<file path="src/rtl/uart_pkg.sv">
// Shared definitions for the UART transmitter slice.
// Contents: FSM state encoding, default baud divider for a 50 MHz clock at
// 9600 bps, and a helper that returns the frame length in bit periods.
package uart_pkg;

  // Transmitter FSM states
  typedef enum logic [2:0] {
    IDLE   = 3'd0,
    START  = 3'd1,
    DATA   = 3'd2,
    PARITY = 3'd3,
    STOP   = 3'd4
  } state_t;

  localparam int unsigned SYS_CLK_HZ      = 50_000_000;
  localparam int unsigned BAUD_RATE       = 9_600;
  localparam int unsigned CLK_DIV_DEFAULT = SYS_CLK_HZ / BAUD_RATE;

  // Bit periods in one frame: start + data + optional parity + stop bits
  function automatic int unsigned frame_bits(input int unsigned data_bits,
                                             input int unsigned stop_bits,
                                             input bit          parity_en);
    return 1 + data_bits + (parity_en ? 1 : 0) + stop_bits;
  endfunction

endpackage : uart_pkg

</file>
<file path="src/rtl/uart_baud_gen.sv">
// Bit-period timer for the UART transmitter.
// Counts 0..CLK_DIV-1 and wraps; bit_end is high during the last count of
// each bit period. restart holds the count at zero.
// Ports:
//   clk      system clock
//   rst      synchronous active-high reset
//   restart  synchronous clear, held while the transmitter is idle
//   cnt      current position inside the bit period
//   bit_end  one-cycle pulse on the final cycle of a bit period
module uart_baud_gen
  import uart_pkg::*;
#(
  parameter  int unsigned CLK_DIV = CLK_DIV_DEFAULT,
  localparam int unsigned CNT_W   = (CLK_DIV > 1) ? $clog2(CLK_DIV) : 1
) (
  input  logic             clk,
  input  logic             rst,
  input  logic             restart,
  output logic [CNT_W-1:0] cnt,
  output logic             bit_end
);

  // Counter with wrap at CLK_DIV-1; bit_end is registered one cycle early
  // so it lines up with cnt == CLK_DIV-1.
  always_ff @(posedge clk) begin
    if (rst || restart) begin
      cnt     <= '0;
      bit_end <= 1'b0;
    end else begin
      if (cnt == CNT_W'(CLK_DIV - 1)) begin
        cnt <= '0;
      end else begin
        cnt <= cnt + CNT_W'(1);
      end
      bit_end <= (cnt == CNT_W'(CLK_DIV - 2));
    end
  end

endmodule : uart_baud_gen

</file>
<file path="src/rtl/uart_tx_param.sv">
// Parametrised UART transmitter with built-in baud divider.
// Frame: start bit, DATA_BITS data bits LSB first, optional parity bit,
// STOP_BITS stop bits. Back-to-back frames run without an idle gap when a
// new word is accepted in the last cycle of the last stop bit.
// Optional parity is enabled by defining UART_TX_PARITY_EN; PARITY_ODD
// selects odd (1) or even (0) parity and is otherwise ignored.
// Ports:
//   clk       system clock
//   rst       synchronous active-high reset, aborts any frame
//   tx_valid  a word is offered on tx_data
//   tx_data   word to transmit, latched on acceptance
//   tx_ready  transmitter accepts a word this cycle
//   tx_busy   a frame is in progress
//   txd       serial line, idle high
module uart_tx_param
  import uart_pkg::*;
#(
  parameter int unsigned CLK_DIV    = CLK_DIV_DEFAULT,
  parameter int unsigned DATA_BITS  = 8,
  parameter int unsigned STOP_BITS  = 1,
  parameter int unsigned PARITY_ODD = 0
) (
  input  logic                 clk,
  input  logic                 rst,
  input  logic                 tx_valid,
  input  logic [DATA_BITS-1:0] tx_data,
  output logic                 tx_ready,
  output logic                 tx_busy,
  output logic                 txd
);

  localparam int unsigned CNT_W = (CLK_DIV > 1) ? $clog2(CLK_DIV) : 1;
  localparam int unsigned BIT_W = $clog2(DATA_BITS);

  // Elaboration-time parameter legality checks
  if (CLK_DIV < 2) begin : g_chk_div
    $error("uart_tx_param: CLK_DIV must be >= 2");
  end
  if (DATA_BITS < 5 || DATA_BITS > 9) begin : g_chk_data
    $error("uart_tx_param: DATA_BITS must be 5..9");
  end
  if (STOP_BITS < 1 || STOP_BITS > 2) begin : g_chk_stop
    $error("uart_tx_param: STOP_BITS must be 1 or 2");
  end
  if (PARITY_ODD > 1) begin : g_chk_par
    $error("uart_tx_param: PARITY_ODD must be 0 or 1");
  end

  state_t               state, state_nxt;
  logic [DATA_BITS-1:0] shreg, shreg_nxt;
  logic [BIT_W-1:0]     bit_cnt, bit_cnt_nxt;
  logic [CNT_W-1:0]     baud_cnt;
  logic                 bit_end;
  logic                 baud_restart;
  logic                 accept;
  logic                 last_data;
  logic                 last_stop;
  logic                 txd_nxt;
  logic                 ready_nxt;
  logic                 busy_nxt;
`ifdef UART_TX_PARITY_EN
  logic                 parity, parity_nxt;
`endif

  // Bit timer is held at zero while idle so each frame starts on a fresh period
  assign baud_restart = (state == IDLE);

  uart_baud_gen #(
    .CLK_DIV (CLK_DIV)
  ) u_baud (
    .clk     (clk),
    .rst     (rst),
    .restart (baud_restart),
    .cnt     (baud_cnt),
    .bit_end (bit_end)
  );

  // State, datapath and registered outputs
  always_ff @(posedge clk) begin
    if (rst) begin
      state    <= IDLE;
      shreg    <= '0;
      bit_cnt  <= '0;
      txd      <= 1'b1;
      tx_ready <= 1'b1;
      tx_busy  <= 1'b0;
`ifdef UART_TX_PARITY_EN
      parity   <= 1'b0;
`endif
    end else begin
      state    <= state_nxt;
      shreg    <= shreg_nxt;
      bit_cnt  <= bit_cnt_nxt;
      txd      <= txd_nxt;
      tx_ready <= ready_nxt;
      tx_busy  <= busy_nxt;
`ifdef UART_TX_PARITY_EN
      parity   <= parity_nxt;
`endif
    end
  end

  // Next-state, datapath and next-output logic
  always_comb begin
    state_nxt   = state;
    shreg_nxt   = shreg;
    bit_cnt_nxt = bit_cnt;
    txd_nxt     = 1'b1;
    ready_nxt   = 1'b0;
    busy_nxt    = 1'b0;
`ifdef UART_TX_PARITY_EN
    parity_nxt  = parity;
`endif

    // tx_ready is only ever high in IDLE or the final stop cycle
    accept    = tx_valid && tx_ready;
    last_data = (bit_cnt == BIT_W'(DATA_BITS - 1));
    last_stop = (bit_cnt == BIT_W'(STOP_BITS - 1));

    case (state)
      IDLE: begin
        if (accept) begin
          state_nxt   = START;
          shreg_nxt   = tx_data;
          bit_cnt_nxt = '0;
        end
      end
      START: begin
        if (bit_end) begin
          state_nxt   = DATA;
          bit_cnt_nxt = '0;
        end
      end
      DATA: begin
        if (bit_end) begin
          shreg_nxt = shreg >> 1;
          if (last_data) begin
            bit_cnt_nxt = '0;
`ifdef UART_TX_PARITY_EN
            state_nxt   = PARITY;
`else
            state_nxt   = STOP;
`endif
          end else begin
            bit_cnt_nxt = bit_cnt + BIT_W'(1);
          end
        end
      end
`ifdef UART_TX_PARITY_EN
      PARITY: begin
        if (bit_end) begin
          state_nxt   = STOP;
          bit_cnt_nxt = '0;
        end
      end
`endif
      STOP: begin
        if (bit_end) begin
          bit_cnt_nxt = '0;
          if (!last_stop) begin
            bit_cnt_nxt = bit_cnt + BIT_W'(1);
          end else if (accept) begin
            // Back-to-back: straight into the next start bit
            state_nxt = START;
            shreg_nxt = tx_data;
          end else begin
            state_nxt = IDLE;
          end
        end
      end
      default: begin
        state_nxt   = IDLE;
        bit_cnt_nxt = '0;
      end
    endcase

`ifdef UART_TX_PARITY_EN
    if (accept) begin
      parity_nxt = (^tx_data) ^ 1'(PARITY_ODD);
    end
`endif

    // Line level for the coming cycle follows the next state
    case (state_nxt)
      START:   txd_nxt = 1'b0;
      DATA:    txd_nxt = shreg_nxt[0];
`ifdef UART_TX_PARITY_EN
      PARITY:  txd_nxt = parity_nxt;
`endif
      default: txd_nxt = 1'b1;
    endcase

    busy_nxt  = (state_nxt != IDLE);
    // Ready next cycle if idle, or if next cycle is the last cycle of the last stop bit
    ready_nxt = (state_nxt == IDLE) ||
                ((state == STOP) && last_stop && (baud_cnt == CNT_W'(CLK_DIV - 2)));
  end

endmodule : uart_tx_param
</file>
<file path="config.mk">
export PLATFORM = sky130hd
export DESIGN_NAME = uart_tx_param
export DESIGN_NICKNAME = d
export VERILOG_FILES = /design/src/rtl/uart_pkg.sv /design/src/rtl/uart_baud_gen.sv /design/src/rtl/uart_tx_param.sv
export SDC_FILE = /design/constraint.sdc
export NUM_CORES = 1
export LEC_CHECK = 0
export CAP_MARGIN = 20
export CORE_MARGIN = 4
export CORE_UTILIZATION = 45
export CTS_BUF_LIST = sky130_fd_sc_hd__clkbuf_2 sky130_fd_sc_hd__clkbuf_4 sky130_fd_sc_hd__clkbuf_8
export CTS_CLUSTER_SIZE = 28
export DETAILED_ROUTE_END_ITERATION = 6
export PLACE_DENSITY = 0.73
export SETUP_SLACK_MARGIN = 0.15
export SYNTH_ARGS = -nofsm -noshare
export SYNTH_HDL_FRONTEND = slang
export SYNTH_SLANG_ARGS = --single-unit
</file>
<file path="constraint.sdc">
create_clock -name clk -period 2.9 [get_ports clk]
set_clock_uncertainty 0.1 [all_clocks]
set_input_delay 0.87 -clock clk [delete_from_list [all_inputs] [get_ports clk]]
set_output_delay 0.87 -clock clk [all_outputs]
set_load 0.02 [all_outputs]
</file>
## After elaboration in Yosys (flattened, before gate mapping)

Cells that the tools add are included.
Widths: inputs -> output; s select.

- Add/subtract/negate cells: 2
- Eq/ne operators: 13
- Multiplexer cells: 21
- Reductions and logical operators: 13

Operators with widths:

| kind | number |
|---|---|
| $mux 3 | 12 |
| $mux 8 | 4 |
| $eq 13x13->1 const B | 2 |
| $pmux 3 s4 | 2 |
| $pmux 8 s3 | 1 |
| $add 13x1->13 const B | 1 |
| $logic_not 3->1 | 3 |
| $reduce_and 4->1 | 2 |
| $eq 3x1->1 const B | 2 |
| $eq 3x2->1 const B | 2 |
| $eq 3x3->1 const B | 2 |
| $ne 2x1->1 const B | 3 |
| $reduce_bool 3->1 | 2 |
| $ne 2x2->1 const B | 2 |
| $add 3x1->3 const B | 1 |
| $logic_and 1x1->1 | 3 |
| $logic_or 1x1->1 | 2 |
| $pmux 1 s2 | 1 |
| $reduce_or 2->1 | 1 |
| $mux 1 | 1 |

- Flip-flop bits (word level): 31
- Input bits: 11
- Output and inout bits: 3
- Logic and storage cells: 58

## Longest topological paths before layout

- Depth in word-level cells: 7
- Gate-level depth with buffers: 7
- Gate-level depth less buffers: 7

## By module

Synthesis repeated with hierarchy kept, for this count alone.

- Cells, all modules: 190
- Area, all modules: 1,737.9 um2

Modules (own cells, without submodules):

| module | times used | cells an instance | area an instance (um2) | seq. area each (um2) |
|---|---|---|---|---|
| uart_tx_param | 1 | 119 | 1,031.0 | 340.3 |
| uart_baud_gen | 1 | 71 | 706.9 | 280.3 |

## Least setup slack after synthesis

No wires, ideal clock.

- Kind: in2reg
- Start point: input port tx_valid
- End point: register txd
- Arrival time: 1,922 ps
- Slack: 748 ps
- Stages: 5
- Cell sequence: nand2_1 nor4_1 o21ai_1 a222oi_1 a21oi_1

- Word-level cells in the longest chain between the ends: 7
- Elaborated cells on any way between the ends: 13
- Classes of those cells: eq/ne: 2; mux: 10; reduce/logical: 1

RTL lines:

| item | RTL line | RTL |
|---|---|---|
| from (decl) | uart_tx_param.sv:25 | `input logic tx_valid,` |
| $logic_and 1x1->1 (*) | uart_tx_param.sv:116 | `accept = tx_valid && tx_ready;` |
| $mux 1 | uart_tx_param.sv:162 | `end else if (accept) begin` |
| $mux 3 | uart_tx_param.sv:160 | `if (!last_stop) begin` |
| $mux 3 | uart_tx_param.sv:158 | `if (bit_end) begin` |
| $pmux 3 s4 | uart_tx_param.sv:120 | `case (state)` |
| $eq 3x2->1 / $eq 3x1->1 (equally long branches) | uart_tx_param.sv:184 | `case (state_nxt)` |
| $pmux 1 s2 (*) | uart_tx_param.sv:184 |  |
| to (signal assigned) | uart_tx_param.sv:94 | `txd <= txd_nxt;` |
| to (decl) | uart_tx_param.sv:29 | `output logic txd` |

Every way passes the cells marked *; elsewhere a longest branch is shown, timed or not. The select of a mux whose other input is x is not followed.
A chain may end at the register's enable or synchronous reset.

## Final worst setup path

Ends and elaborated chain as after synthesis.

==> impl_metrics.csv <==
group,metric,value,unit
layout,area_growth,13.9,%
floorplan,rows,20,
sta,grt_setup_unrepaired,"no",
route,firstDrtPassIters,5,
grt,grt_max_degree,14,
route,vias_per_cell,5.62,
logic_synthesis,syn_inst,155,
worst_setup_path,crit_chain,"clkdlybuf4s50_1 > nand2_1 > nor4_1 > o21ai_1 > a222oi_1 > a21oi_1",
grt,grt_usage,0.153,
floorplan,die_h,64.8,um
sta,tightest_slew,0.550,ns
floorplan,dieArea,4190,um^2
sta,period_share,0.831,
logic_synthesis,ys_seq_area_frac,0.428,
placed_design,dpl.hpwl,2180,um
clock_network,cts_buffers,5,
layout,drive_gt1_frac,0.0936,
layout,layout.nets,186,
layout,final_core_util,0.537,
clock_network,post_cts_buffers,0,
sta,maxSlewViolCount,0,
logic_synthesis,synth_top_family_by_area,"simple AND/OR/NAND/NOR gates",
route,vias,1209,
power_and_ir_drop,finalPower,0.783,mW
logic_synthesis,ys_seq_elements,31,
logic_synthesis,synthSimpleGateAreaFrac,0.224,
layout,diodes,0,
logic_synthesis,synth_edf_count,0,
floorplan,io_pins,14,
sta,finalSetupTns,0,ns
sta,fin_ws,0.491,ns
clock_network,cts_tree,"done",
route,wl,2940,um
clock_network,htreeDepth,2,
route,antenna_left,0,
worst_setup_path,cp-end-kind,"flop",
logic_synthesis,synth_area_leaders,"dfxtp_1, nor2_1, a222oi_1",
worst_setup_path,crit_start,"tx_valid",
logic_synthesis,synthArstFlopShare,0,
worst_setup_path,r2r_start,"u_baud.cnt[4]",
sta,slew_headroom,0.631,
floorplan,initial_utilization,0.471,
worst_setup_path,max_stage_delay,0.48,ns
clock_network,cts-resized-gates,0,
logic_synthesis,synth_compound_area_frac,0.153,
logic_synthesis,synth_ff_type,"dfxtp_1",
run_status,status,"complete, no violations",
power_and_ir_drop,ir_drop,261,uV
grt,antenna_found_initial,0,
route,wire_per_inst,13.7,um
logic_synthesis,ys_warn_count,0,
sta,hold_violations,0,
hold_path,worst_hold_path_type,"flop to flop",
run,cap_violations,0,
worst_setup_path,critPathMaxFanout,8,
worst_setup_path,worstSetupPathType,"input port to flop",
grt,grt_first_pass_wirelength,4950,um
clock_network,cts_hold_buffers,0,
floorplan,die_x,64.8,um
worst_setup_path,critPathSlowestCell,"clkdlybuf4s50_1",
logic_synthesis,synth_top_area_frac,0.428,
route,drcViolationCount,0,
clock_network,cts.sinks,31,
logic_synthesis,yosys.area_share.adder,0.0431,
power_and_ir_drop,powerDensity,474,nW/um^2
clock_network,clk_latency,0.33,ns
grt,grt_pass1_vias,1111,
power_and_ir_drop,p_leak,0.602,nW
sta,finalCriticalPeriod,2.41,ns
logic_synthesis,synthDistinctLibCells,38,
logic_synthesis,muxShareOfSynthArea,0.0224,
logic_synthesis,yosys.area.top_type,"dfxtp_1",
grt,overflow,0,
placed_design,place_congestion,0.909,
clock_network,path_clk_slew,0.09,ns
layout,n_fill_cell,301,
worst_setup_path,required,3.01,ns
logic_synthesis,synth_xor_area_frac,0.0725,
clock_network,root_buffer,"clkbuf_4",
hold_path,worstHoldStart,"bit_cnt[0]",
route,first_iter_violations,148,
logic_synthesis,synth_area,1450,um^2
floorplan,core,3080,um^2
sta,max_freq,415,MHz
placed_design,port_buffers,13,
logic_synthesis,syn_nets,171,
placed_design,place_ws,0.194,ns
logic_synthesis,avgSynthCellArea,9.36,um^2
worst_setup_path,arrival,2.52,ns
clock_network,clock_path_buffers,2,
sta,finalSetupViolCount,0,
worst_setup_path,cp-start-kind,"input port",
per-stage QoR:
step,hold slack (ns),instance area [um^2],instances
finish,0.411,1650,215
detailed placement,0.396,1590,207
CTS,0.419,1650,215
floorplan,0.350,1450,155
global route,0.447,1650,215
global placement,0.374,1590,207
routing by layer:
layer	GRT usage	vias up	wire, um
met4	0.0844	0	57
met3	0.0416	7	156
li1	-	593	-
met1	0.184	572	1270
met5	0	-	0
met2	0.245	37	1460
layout make-up:
type | count | area, um^2 | share of cell area
clock buffer | 6 | 45.0 | 0.0273
clock inverter | 2 | 12.5 | 0.00758
inverter | 7 | 26.3 | 0.0159
multi-input combinational | 110 | 747 | 0.452
sequential | 31 | 621 | 0.376
tap | 44 | 55.1 | 0.0333
timing repair buffer | 15 | 145 | 0.0879
Yosys cell counts (2+ instances only):
| cell | count |
|---|---|
| dfxtp_1 | 31 |
| nor2_1 | 26 |
| nand2_1 | 11 |
| xor2_1 | 8 |
| a222oi_1 | 7 |
| inv_1 | 7 |
| nor3_1 | 6 |
| a21oi_1 | 5 |
| ha_1 | 5 |
| nand4_1 | 4 |
| xnor2_1 | 4 |
| and3_1 | 3 |
| buf_6 | 3 |
| nand3_1 | 3 |
| a211o_1 | 2 |
| a22oi_1 | 2 |
| buf_4 | 2 |
| clkbuf_1 | 2 |
| mux2_2 | 2 |
| nor4_1 | 2 |
| or2b_1 | 2 |
| or4_1 | 2 |
sequential cells by signal, indices dropped and copies added (netlist names):
signal,cells
bit_cnt,3
shreg,8
state,3
tx_busy,1
tx_ready,1
txd,1
u_baud.bit_end,1
u_baud.cnt,13
cell families (layout without fill, tap and decap cells):
kind of cell,count (synthesis),in the layout
AO/OA/AOI/OAI,25,25
XOR/XNOR,12,12
adder cells (fa/ha/maj),5,5
buffers and inverters,14,30
flip-flops,31,31
multiplexers,3,3
AND/OR/NAND/NOR,65,65
worst max-delay path: cells and delay by family:
family | cells | cell delay, ns
AOI/OAI and AO/OA | 3 | 0.84
buffers and inverters | 1 | 0.48
and+or+nand+nor | 2 | 0.33
worst paths after layout:
kind,cells past startpoint,slack (ns),endpoint
setup / recovery,6,0.49,txd
hold / removal,2,0.41,bit_cnt[0]
setup reg to reg,5,0.73,u_baud.cnt[11]
hold reg to reg,2,0.41,bit_cnt[0]
layout by cell type, fill, tap and decap left out, types with 2 or more instances in the layout:
cell,Yosys,routed
mux2_2,2,2
or4_1,2,2
buf_4,2,2
inv_1,7,7
nand4_1,4,4
a21oi_1,5,5
a22oi_1,2,2
nor2_1,26,26
clkdlybuf4s50_1,0,13
a211o_1,2,2
xor2_1,8,8
xnor2_1,4,4
nor4_1,2,2
clkbuf_4,0,6
and3_1,3,3
nand3_1,3,3
or2b_1,2,2
nor3_1,6,6
dfxtp_1,31,31
ha_1,5,5
a222oi_1,7,7
nand2_1,11,11
power breakdown:
part | switching, mW | internal [mW]
registers | 0.0120 | 0.439
clock network | 0.145 | 0.103
logic | 0.0405 | 0.0444
Note: power is estimated with default switching activity, not from simulation.
